--- config.mk ---
export PLATFORM = sky130hd
export DESIGN_NAME = debug_cmd_ctrl
export DESIGN_NICKNAME = d
export VERILOG_FILES = /design/src/rtl/debug_pkg.sv /design/src/rtl/debug_tx_sched.sv /design/src/rtl/debug_cmd_ctrl.sv
export SDC_FILE = /design/constraint.sdc
export NUM_CORES = 1
export LEC_CHECK = 0
export CAP_MARGIN = 20
export CORE_MARGIN = 5
export CORE_UTILIZATION = 55
export CTS_CLUSTER_SIZE = 8
export DETAILED_ROUTE_END_ITERATION = 8
export GPL_TIMING_DRIVEN = 0
export PLACE_DENSITY = 0.79
export SETUP_SLACK_MARGIN = 0.05
export SKIP_CTS_REPAIR_TIMING = 1
export SLEW_MARGIN = 20
export SYNTH_ARGS = -nofsm -noshare
export SYNTH_HDL_FRONTEND = slang
export SYNTH_HIERARCHICAL = 1
export SYNTH_SLANG_ARGS = --single-unit
--- constraint.sdc ---
create_clock -name clk -period 4.95 [get_ports clk]
set_input_delay 0.99 -clock clk [delete_from_list [all_inputs] [get_ports clk]]
set_output_delay 0.99 -clock clk [all_outputs]
set_load 0.005 [all_outputs]
--- src/rtl/debug_pkg.sv ---
// Shared debug-link definitions: opcodes, receive FSM states
// and the SIGNAL frame byte helper.
package debug_pkg;

  localparam logic [7:0] OP_SIGNAL  = 8'h01;
  localparam logic [7:0] OP_OK      = 8'h02;
  localparam logic [7:0] OP_PING    = 8'h03;
  localparam logic [7:0] OP_PAUSE   = 8'h04;
  localparam logic [7:0] OP_RESUME  = 8'h05;
  localparam logic [7:0] OP_NEXT    = 8'h06;
  localparam logic [7:0] OP_PROGRAM = 8'h07;

  localparam int SIG_PC_BYTES = 4;

  typedef enum logic [1:0] {
    ST_CMD,
    ST_ARG,
    ST_STEP_WAIT
  } rx_state_t;

  // Byte k of a PC snapshot, LSB first
  function automatic logic [7:0] pc_byte(
    input logic [31:0] pc,
    input logic [1:0]  k
  );
    return pc[{k, 3'b000} +: 8];
  endfunction

endpackage

--- src/rtl/debug_tx_sched.sv ---
// Response arbiter and serializer: pending flags, PC snapshot
// and byte index for OK and SIGNAL frames.
module debug_tx_sched
  import debug_pkg::*;
(
  input  logic        clk,
  input  logic        rst,
  input  logic        ok_req,
  input  logic        sig_req,
  input  logic [31:0] sig_pc,
  input  logic        tx_ready,
  output logic [7:0]  tx_data,
  output logic        tx_valid
);

  logic        ok_pend;
  logic        sig_pend;
  logic        is_sig;
  logic [2:0]  idx;
  logic [31:0] snap_pc;
  logic [31:0] frame_pc;
  logic        start_ok;
  logic        start_sig;

  // A new frame only starts when the line is idle; OK wins
  always_comb begin
    start_ok  = !tx_valid && ok_pend;
    start_sig = !tx_valid && !ok_pend && sig_pend;
  end

  // Latch requests, start frames, advance bytes on handshake
  always_ff @(posedge clk or posedge rst) begin
    if (rst) begin
      ok_pend  <= 1'b0;
      sig_pend <= 1'b0;
      is_sig   <= 1'b0;
      idx      <= 3'd0;
      snap_pc  <= 32'd0;
      frame_pc <= 32'd0;
      tx_data  <= 8'd0;
      tx_valid <= 1'b0;
    end else begin
      if (start_ok) begin
        tx_valid <= 1'b1;
        tx_data  <= OP_OK;
        is_sig   <= 1'b0;
      end else if (start_sig) begin
        tx_valid <= 1'b1;
        tx_data  <= OP_SIGNAL;
        is_sig   <= 1'b1;
        idx      <= 3'd0;
        frame_pc <= snap_pc;
      end else if (tx_valid && tx_ready) begin
        if (is_sig && idx != 3'(SIG_PC_BYTES)) begin
          tx_data <= pc_byte(frame_pc, idx[1:0]);
          idx     <= idx + 3'd1;
        end else begin
          tx_valid <= 1'b0;
        end
      end
      if (start_ok) ok_pend <= 1'b0;
      if (ok_req)   ok_pend <= 1'b1;
      if (start_sig) sig_pend <= 1'b0;
      if (sig_req && (!sig_pend || start_sig)) begin
        sig_pend <= 1'b1;
        snap_pc  <= sig_pc;
      end
    end
  end

endmodule

--- src/rtl/debug_cmd_ctrl.sv ---
// UART debug command controller: decodes host commands,
// drives pause/step/program strobes, requests responses.
module debug_cmd_ctrl
  import debug_pkg::*;
#(
  parameter int ARG_TIMEOUT = 1_000_000,
  parameter int PC_W        = 32
) (
  input  logic            clk,
  input  logic            rst,
  input  logic [7:0]      rx_data,
  input  logic            rx_valid,
  output logic [7:0]      tx_data,
  output logic            tx_valid,
  input  logic            tx_ready,
  input  logic [PC_W-1:0] cpu_pc,
  input  logic            instr_done,
  output logic            cpu_pause,
  output logic            cpu_step,
  output logic            prog_we,
  output logic [PC_W-1:0] prog_addr,
  output logic [PC_W-1:0] prog_wdata
);

  localparam int TW = $clog2(ARG_TIMEOUT + 1);

  rx_state_t       state, state_n;
  logic            pause_reg;
  logic            armed;
  logic            exec_pend;
  logic            exec_prog;
  logic [1:0]      cnt;
  logic [31:0]     arg;
  logic [TW-1:0]   idle;
  logic [PC_W-1:0] bp;
  logic [PC_W-1:0] prog_ptr;
  logic            bp_hit;
  logic            ok_req;
  logic            dec_sig;
  logic            pause_set;
  logic            step_req;
  logic            arg_start;
  logic            arg_take;
  logic            arg_last;
  logic            prog_sel;

  assign bp_hit     = !pause_reg && armed && (bp != '0)
                      && (cpu_pc == bp);
  assign cpu_pause  = pause_reg | bp_hit;
  assign prog_we    = exec_pend & exec_prog;
  assign prog_addr  = prog_ptr;
  assign prog_wdata = PC_W'(arg);

  // Receive FSM state register
  always_ff @(posedge clk or posedge rst) begin
    if (rst) state <= ST_CMD;
    else     state <= state_n;
  end

  // Opcode decode, argument collection, timeout, step wait
  always_comb begin
    state_n   = state;
    ok_req    = 1'b0;
    dec_sig   = 1'b0;
    pause_set = 1'b0;
    step_req  = 1'b0;
    arg_start = 1'b0;
    arg_take  = 1'b0;
    arg_last  = 1'b0;
    prog_sel  = 1'b0;
    unique case (state)
      ST_CMD: if (rx_valid) begin
        unique case (rx_data)
          OP_PING: ok_req = 1'b1;
          OP_PAUSE: begin
            pause_set = 1'b1;
            dec_sig   = 1'b1;
          end
          OP_RESUME: begin
            arg_start = 1'b1;
            state_n   = ST_ARG;
          end
          OP_PROGRAM: begin
            arg_start = 1'b1;
            prog_sel  = 1'b1;
            state_n   = ST_ARG;
          end
          OP_NEXT: if (pause_reg) begin
            step_req = 1'b1;
            state_n  = ST_STEP_WAIT;
          end
          default: ;
        endcase
      end
      ST_ARG: begin
        if (rx_valid) begin
          arg_take = 1'b1;
          if (cnt == 2'd3) begin
            arg_last = 1'b1;
            state_n  = ST_CMD;
          end
        end else if (idle == TW'(ARG_TIMEOUT - 1)) begin
          state_n = ST_CMD;
        end
      end
      ST_STEP_WAIT: if (instr_done) begin
        dec_sig = 1'b1;
        state_n = ST_CMD;
      end
      default: state_n = ST_CMD;
    endcase
  end

  // Argument shift register, byte count and idle timer
  always_ff @(posedge clk or posedge rst) begin
    if (rst) begin
      cnt       <= 2'd0;
      arg       <= 32'd0;
      idle      <= '0;
      exec_pend <= 1'b0;
      exec_prog <= 1'b0;
    end else begin
      exec_pend <= arg_last;
      if (arg_start) begin
        cnt       <= 2'd0;
        idle      <= '0;
        exec_prog <= prog_sel;
      end
      if (arg_take) begin
        arg  <= {rx_data, arg[31:8]};
        cnt  <= cnt + 2'd1;
        idle <= '0;
      end else if (state == ST_ARG) begin
        idle <= idle + 1'b1;
      end
    end
  end

  // CPU control: pause, breakpoint arming, step, program ptr
  always_ff @(posedge clk or posedge rst) begin
    if (rst) begin
      pause_reg <= 1'b0;
      armed     <= 1'b0;
      bp        <= '0;
      prog_ptr  <= '0;
      cpu_step  <= 1'b0;
    end else begin
      cpu_step <= step_req;
      if (instr_done) armed <= 1'b1;
      if (bp_hit) pause_reg <= 1'b1;
      if (exec_pend) begin
        if (exec_prog) begin
          prog_ptr <= prog_ptr + 1'b1;
        end else begin
          bp        <= PC_W'(arg);
          pause_reg <= 1'b0;
          armed     <= 1'b0;
          prog_ptr  <= '0;
        end
      end
      if (pause_set) pause_reg <= 1'b1;
    end
  end

  debug_tx_sched u_tx (
    .clk      (clk),
    .rst      (rst),
    .ok_req   (ok_req),
    .sig_req  (dec_sig | bp_hit),
    .sig_pc   (32'(cpu_pc)),
    .tx_ready (tx_ready),
    .tx_data  (tx_data),
    .tx_valid (tx_valid)
  );

endmodule

==> run metrics <==
Die ar.=19800 um^2; first-pass GRT wire length=~37000 um; synth warn=6; fin util=69.8%; initial antenna violation count=0; Setup-failing EPs final=0; critical path class=in2out; CTS tree=done; maximum fanout along the worst path=2; Pwr per Cell Area=approximately 440 nW/um^2; # diodes=0; Area Overhead vs Synth=24.1%; Rel. slew slack=about half; clock skew=0.00843 ns; vias in the first global route=roughly 7000; pre-CTS WS=approximately 0.73 ns; synthesized net count=a little under 900; drt total wl=around 22000 um; root buf cell=clkbuf_16; setup TNS=0 ns; Yosys top cell by area=dfrtp_1; Avg WL per Cell=roughly 18 um; Leak=between 5 and 6 nW; Clock H-tree levels=1; fin nets=1042; Req. time, crit path=3.96 ns; Clock Tree Buf Depth=3; Avg Cell Area, Syn=between 10 and 15 um^2; dominant cells by area after synthesis=dfrtp_1, mux2_2, nand2_1; Mapped Cells=around 840; initial core utilization=between 50% and 60%; top-area cell type share of the netlist area=between 50% and 60%; I/O pins=121; fillers=1243; GRT Total Usage=22.8%; TritonRoute pass-1 iters=5; CTS sink cnt=about 200; Hold Path Class=reg2reg; commonest non-fill, non-tap cell in the layout=dfrtp_1; Port Buffers=120; Die W=~140 um; Cell Area, Synth=9400 um^2; unrepaired setup endpoints after global routing=false; Seq/Total Area, Yosys=a little over half; antenna viol nets, final=0; Clk Latency, worst-skew pair=around 0.52 ns; most frequent cells in the layout=dfrtp_1, nand2_1, clkdlybuf4s50_1, mux2_2, nor2_1; Synth Register Bits=about 200; CP Launch Type=input port; DR vias/cell=around 5.6; Yosys cell types=57; initial drt markers=488; endpoints failing hold=0; final worst slack=0.766 ns; async set or reset register ratio after synthesis=100%; cts bufs inserted=29; Max Cap Viol=0; vias=6846; grt ovf=0; clock transition at the registers of the reported paths=approximately 0.050 ns; fin crit period=4.18 ns; Peak VDD IR=0.377 mV; pins over their slew limit=0; Post-DP HPWL=between 15000 and 20000 um; largest net degree at the start of global routing=71; outcome=finished clean; EDFF count, synth=0; placer's final routability congestion estimate=~0.84; core box area=around 17000 um^2; die height=141 um; Final Cycle Share=a little over four fifths; top_reg_cell synth=dfrtp_1; FMAX=roughly 240 MHz; DRC=0; Critical Path AT=3.19 ns; Worst setup EP type=output port; slew of the pin with the lowest slew margin=between 0.7 and 0.8 ns; Rows=47; layout cells sized above 1=15.6%
Yosys cell counts, types with 7 or more instances:
cell / instances
mux2_4: 7
buf_2: 16
mux2_2: 66
mux2_1: 25
o21ai_0: 22
xor2_1: 37
nand4_1: 13
xnor2_1: 17
nor4_2: 8
nor4_1: 25
clkbuf_1: 14
a21oi_1: 12
o21ai_1: 25
nand3_1: 39
dfrtp_1: 204
nor3_1: 9
inv_1: 21
and3_1: 7
nor2_1: 40
nand2_1: 149
mux4_2: 8
cells by family (layout without fill, tap and decap cells):
| kind of cell | count (synthesis) | after routing | synth area share (%) |
|---|---|---|---|
| AND/OR/NAND/NOR | 324 | 324 | 17.1 |
| adder cells (fa/ha/maj) | 5 | 5 | 0.666 |
| multiplexers | 107 | 107 | 14.0 |
| AO/OA/AOI/OAI | 85 | 85 | 5.39 |
| flip-flops | 204 | 204 | 54.3 |
| buffers and inverters | 60 | 213 | 3.45 |
| XOR/XNOR | 54 | 54 | 5.03 |
metal layers:
layer	routed length, um	GRT usage (%)	vias up	part of all wire, %
li1	-	-	3238	-
met1	9950	32.4	3377	45
met2	10700	37.1	198	48
met3	1170	4.00	33	5.2
met4	456	5.46	0	2.0
met5	0	0	-	0
stage by stage:
stage / cell area, um^2 / cells / hold WS (ns) / power (mW)
after global routing: 11700 / 1212 / 0.494 / 5.38
after detailed placement: 10900 / 1181 / 0.452 / 3.48
final: 11700 / 1212 / 0.467 / 5.12
after floorplan: 9400 / 839 / 0.433 / 2.86
after global placement: 10900 / 1179 / 0.447 / 3.43
after CTS: 11700 / 1212 / 0.468 / 5.16
report_power, final:
part	switching, mW	internal [mW]	leakage, nW	total, mW
Sequential	0.299	1.96	2.74	2.25
Combinational	0.518	0.687	2.33	1.21
Clock	0.639	1.02	0.362	1.66
Total	1.46	3.66	5.43	5.12
area by class of cell:
class | instances | area [um^2] | share of cell area, %
clock inverters | 1 | 5.00 | 0.0429
clock buffers | 30 | 729 | 6.26
flip-flops and latches | 204 | 5100 | 43.8
inverters | 21 | 86.3 | 0.740
plain buffers | 39 | 245 | 2.10
multi-input cells | 575 | 3970 | 34.0
well taps | 220 | 275 | 2.36
repair buffers | 122 | 1250 | 10.7
worst paths after layout:
kind	from	to	slack, ns	depth (start not counted)
setup reg to reg	bp[19]$_DFFE_PP0P_	u_tx/snap_pc[19]$_DFFE_PP0P_	2.39	8
setup / recovery	cpu_pc[25]	cpu_pause	0.77	7
hold reg to reg	u_tx/frame_pc[20]$_DFFE_PP0P_	u_tx/frame_pc[20]$_DFFE_PP0P_	0.47	2
hold / removal	u_tx/frame_pc[20]$_DFFE_PP0P_	u_tx/frame_pc[20]$_DFFE_PP0P_	0.47	2
max in group asynchronous	rst	bp[2]$_DFFE_PP0P_	3.21	3
min in group asynchronous	rst	u_tx/tx_valid$_DFFE_PP0P_	1.00	2
critical path, stage by stage:
cell,delay [ns]
clkdlybuf4s50_1,0.48
xor2_1,0.17
nor4_1,0.33
o211ai_1,0.16
o41a_1,0.48
inv_1,0.06
clkdlybuf4s50_1,0.52
Note: power is estimated with default switching activity, not from simulation.
==> patch 1: new RTL, same flow settings <==
Set the parameter `ARG_TIMEOUT` to 500_000 (it was 1_000_000).
--- a/src/rtl/debug_cmd_ctrl.sv
+++ b/src/rtl/debug_cmd_ctrl.sv
@@ -5,3 +5,3 @@
 #(
-  parameter int ARG_TIMEOUT = 1_000_000,
+  parameter int ARG_TIMEOUT = 500_000,
   parameter int PC_W        = 32
Check against the original RTL: same outputs for any inputs over 4 cycles, from zero or initial values and one cycle with rst high; that may be too few to reach the edited logic, so the function may still have changed.
==> patch 1 against the original RTL <==
- critical path depth unchanged
- sequential cell count down 1
- fmax down 1.8%
- area after synthesis down 0.83%
- count of clock-buffer cells in the layout down 1
- routed wire length up 0.92%
- total power down 10%
- setup slack worse by 0.076 ns
- cell area down 0.57%
- via count down 0.93%
- core utilization up 0.095 points
- first-iteration DRC count down 15%
==> patch 1: results (changes against the original RTL) <==
[clock_network]
clk_latency_ns=0.51
clock_path_buffers=3  ; unchanged

[global_routing]
track_usage_pct=23.1  ; was 22.8%
antenna_found_initial=2  ; was 0
grt_max_degree=77  ; was 71
grt_pass1_wl_mm=37.2  ; was 37.1 mm
grt_pass1_vias=6989  ; was 6886

[placed_design]
gp_congestion=0.871  ; was 0.844
dp_hpwl_mm=16.0  ; was 15.9 mm
port_buffers=120  ; unchanged
preCtsSetupSlack_ns=0.739  ; was 0.731 ns

[timing]
slew_headroom_pct=53.6  ; was 50.4%
skew_ns=0.0103  ; was 0.00843 ns

[run_status]
outcome=completed  ; unchanged

[power]
power_leakage_nw=5.51  ; was 5.43 nW
ir_drop_mv=0.315  ; was 0.377 mV

[final_layout]
final_layout_size_suffix_gt1_share_pct=19.7  ; was 15.6%
instances_no_fill=1190  ; was 1212
nets=1019  ; was 1042
fillers=1248  ; was 1243

[routing]
wl_mm=22.5  ; was 22.3 mm
vias=6782  ; was 6846
drt-initial-drc-count=413  ; was 488

[logic_synthesis]
synthTopCellsByCount=dfrtp_1 (203), nand2_1 (140), mux2_2 (91)  ; was dfrtp_1 (204), nand2_1 (149), mux2_2 (66)
syn_nets=866  ; was 889
syn_area_per_cell_um2=11.4  ; was 11.2 µm²
synth_seq_area_share_pct=54.5  ; was 54.3%
synthTopCellsByArea=dfrtp_1 (55%), mux2_2 (11%), nand2_1 (5.6%)  ; was dfrtp_1 (54%), mux2_2 (7.9%), nand2_1 (6.0%)
synth_cell_types=60  ; was 57

[setup_path]
cp.arrival_ns=3.27  ; was 3.19 ns

[min_path]
min_path_type=reg2reg  ; unchanged

patch 1: changes by cell type after synthesis, moves of 5 or more:
cell      delta
nand2_1      -9
o21ai_1     -19
mux2_1      -25
nor2_1       -7
mux2_2      +25
nor3_1       +5
nand3_1     -13
o21ai_0     +11
clkbuf_1    -10
patch 1: cell families after synthesis:
family	synth area share [%]
AO/OA/AOI/OAI	5.14
XOR/XNOR	5.26
adder cells (fa/ha/maj)	0.671
buffers and inverters	3.60
flip-flops	54.5
multiplexers	14.2
AND/OR/NAND/NOR	16.6
patch 1: power by group:
| group | switching [mW] | internal (mW) | leakage, nW | total [mW] |
|---|---|---|---|---|
| registers | 0.217 | 1.87 | 2.77 | 2.09 |
| logic | 0.365 | 0.513 | 2.38 | 0.877 |
| clock network | 0.625 | 1.01 | 0.358 | 1.64 |
patch 1: final timing paths:
kind	startpoint	endpoint	depth (start not counted)	slack, ns
setup / recovery	cpu_pc[1]	cpu_pause	7	0.69
hold / removal	u_tx/snap_pc[8]$_DFFE_PP0P_	u_tx/frame_pc[8]$_DFFE_PP0P_	2	0.46
setup reg to reg	bp[15]$_DFFE_PP0P_	u_tx/snap_pc[6]$_DFFE_PP0P_	8	2.38
hold reg to reg	u_tx/snap_pc[8]$_DFFE_PP0P_	u_tx/frame_pc[8]$_DFFE_PP0P_	2	0.46
max in group asynchronous	rst	bp[13]$_DFFE_PP0P_	3	3.20
min in group asynchronous	rst	u_tx/is_sig$_DFFE_PP0P_	2	0.91
patch 1: area by class of cell:
class / instances / area (µm²) / share of cell area (%)
timing repair buffer: 122 / 1260 / 10.8
clock inverter: 1 / 7.51 / 0.0647
inverter: 23 / 93.8 / 0.809
antenna: 2 / 5.00 / 0.0432
clock buffer: 29 / 726 / 6.26
tap: 220 / 275 / 2.37
buffer: 36 / 249 / 2.15
sequential: 203 / 5080 / 43.8
multi-input combinational: 554 / 3900 / 33.7
patch 1: worst max-delay path, cell delays in order:
cell             delay, ns
clkdlybuf4s50_1       0.49
xor2_1                0.18
nor4_1                0.39
nand2_1               0.12
o41a_1                0.46
inv_1                 0.12
clkdlybuf4s50_1       0.51
patch 1: layer usage:
metal | up-vias | share of wire [%] | wire length (µm) | track usage (%)
met4 | 0 | 2.6 | 580 | 7.24
met2 | 155 | 50 | 11200 | 38.4
met5 | - | 0 | 0 | 0
met3 | 41 | 3.9 | 872 | 3.41
li1 | 3164 | - | - | -
met1 | 3422 | 44 | 9860 | 31.8
patch 1: metrics by stage:
step	power [mW]	area [µm²]
floorplan	2.51	9320
global placement	2.94	10800
detailed placement	2.98	10900
CTS	4.65	11600
global route	4.82	11600
finish	4.60	11600
==> patch 2: new RTL, same flow settings <==
Without the edit above. Encoding of `rx_state_t`: now one-hot (3 bits for 3 states).
--- a/src/rtl/debug_pkg.sv
+++ b/src/rtl/debug_pkg.sv
@@ -14,6 +14,6 @@
 
-  typedef enum logic [1:0] {
-    ST_CMD,
-    ST_ARG,
-    ST_STEP_WAIT
+  typedef enum logic [2:0] {
+    ST_CMD       = 3'b001,
+    ST_ARG       = 3'b010,
+    ST_STEP_WAIT = 3'b100
   } rx_state_t;
Behaviour: same outputs for any inputs over 4 cycles, from zero or initial values and one cycle with rst high; so few cycles prove little.
==> patch 2 against the original RTL <==
- cell area grew 0.71%
- sequential cell count is 1 higher
- setup slack worse by 0.091 ns
- clock power is 4% higher
- total power grew 1.5%
- routed wire length grew 2.7%
- synthesized cell count is 0.36% lower
- area after synthesis up 0.27%
- largest cell class unchanged
==> patch 2: results (changes against the original RTL) <==
[run_status]
outcome=completed  ; unchanged

[timing]
hold_slack_ns=0.468  ; was 0.467 ns
skew_ns=0.0202  ; was 0.00843 ns
slew_headroom_pct=25.2  ; was 50.4%

[final_layout]
regArea_um2=5130  ; was 5100 µm²
nets=1039  ; was 1042
final_layout_size_suffix_gt1_share_pct=17.8  ; was 15.6%
fillers=1206  ; was 1243

[global_routing]
grt_pass1_wl_mm=37.2  ; was 37.1 mm
grt_pass1_vias=6934  ; was 6886

[logic_synthesis]
synth_seq_area_share_pct=54.5  ; was 54.3%
syn_nets=886  ; was 889
synthTopCellsByCount=dfrtp_1 (204), nand2_1 (145), mux2_2 (91)  ; was dfrtp_1 (204), nand2_1 (149), mux2_2 (66)
synthTopCellsByArea=dfrtp_1 (54%), mux2_2 (11%), nand2_1 (5.8%)  ; was dfrtp_1 (54%), mux2_2 (7.9%), nand2_1 (6.0%)
synth_cell_types=59  ; was 57

[setup_path]
ff2ff_setup_slack_ns=2.49  ; was 2.39 ns
cp.arrival_ns=3.28  ; was 3.19 ns
r2r_end=u_tx/snap_pc[0]$_DFFE_PP0P_  ; was u_tx/snap_pc[19]$_DFFE_PP0P_

[clock_network]
clk_latency_ns=0.54  ; was 0.52 ns

[routing]
avgViaCountPerCell=5.70  ; was 5.65
wl_mm=22.9  ; was 22.3 mm

[power]
ir_drop_mv=0.375  ; was 0.377 mV
power_leakage_nw=5.53  ; was 5.43 nW
intPower_mw=3.70  ; was 3.66 mW
p_seq_share_pct=43.8  ; was 44.1%

[placed_design]
gp_congestion=0.898  ; was 0.844
dp_hpwl_mm=16.2  ; was 15.9 mm
preCtsSetupSlack_ns=0.696  ; was 0.731 ns

[min_path]
hold_start=u_tx/snap_pc[20]$_DFFE_PP0P_  ; was u_tx/frame_pc[20]$_DFFE_PP0P_

-- patch 2: cell count changes after synthesis, sizes merged, moves of 4 or more --
cell,unedited run,this run
nor4,33,22
xnor2,17,7
or4,5,1
xor2,37,51
nor2,40,46
nand4,14,22
a21oi,12,8
o21ai,48,38
nand2,150,146
o31ai,3,7
-- patch 2: layout make-up --
type                            instances  share of cell area [%]
Sequential cell                       205                    43.7
Multi-Input combinational cell        574                    33.9
Timing Repair Buffer                  122                    10.7
Clock buffer                           38                    6.47
Tap cell                              220                    2.34
Buffer                                 37                    2.02
Inverter                               20                   0.703
Clock inverter                          2                   0.213
-- patch 2: worst max-delay path by stage --
stage,cells past startpoint,start,end,slack [ns]
after detailed placement,7,cpu_pc[5],cpu_pause,0.70
final,7,cpu_pc[0],cpu_pause,0.68
after global placement,2,rst,prog_wdata[1]$_DFFE_PP0P_,-1.25
after global routing,7,cpu_pc[5],cpu_pause,0.57
after CTS,7,cpu_pc[5],cpu_pause,0.69
after floorplan,1,rst,armed$_DFF_PP0_,0.61
-- patch 2: cells by family (layout without fill, tap and decap cells) --
logic type,Yosys count,after routing,synth area share (%)
buffers and inverters,57,219,3.32
muxes,109,109,14.3
and+or+nand+nor,325,325,16.7
adders and majority gates,5,5,0.664
DFF,205,205,54.5
AOI/OAI and AO/OA,77,77,5.14
xor gates and xnor gates,58,58,5.39
-- patch 2: metrics by stage --
stage / cells / power [mW]
global route: 1218 / 5.44
finish: 1218 / 5.19
floorplan: 836 / 2.87
CTS: 1218 / 5.22
global placement: 1176 / 3.41
detailed placement: 1178 / 3.46
-- patch 2: per-layer routing --
metal  global-route usage (%)  vias to the layer above  share of wire (%)
met5                        0                        -                  0
met4                     7.24                        0                2.3
met3                     3.76                       48                4.9
met2                     37.1                      202                 48
met1                     32.7                     3463                 45
li1                         -                     3228                  -
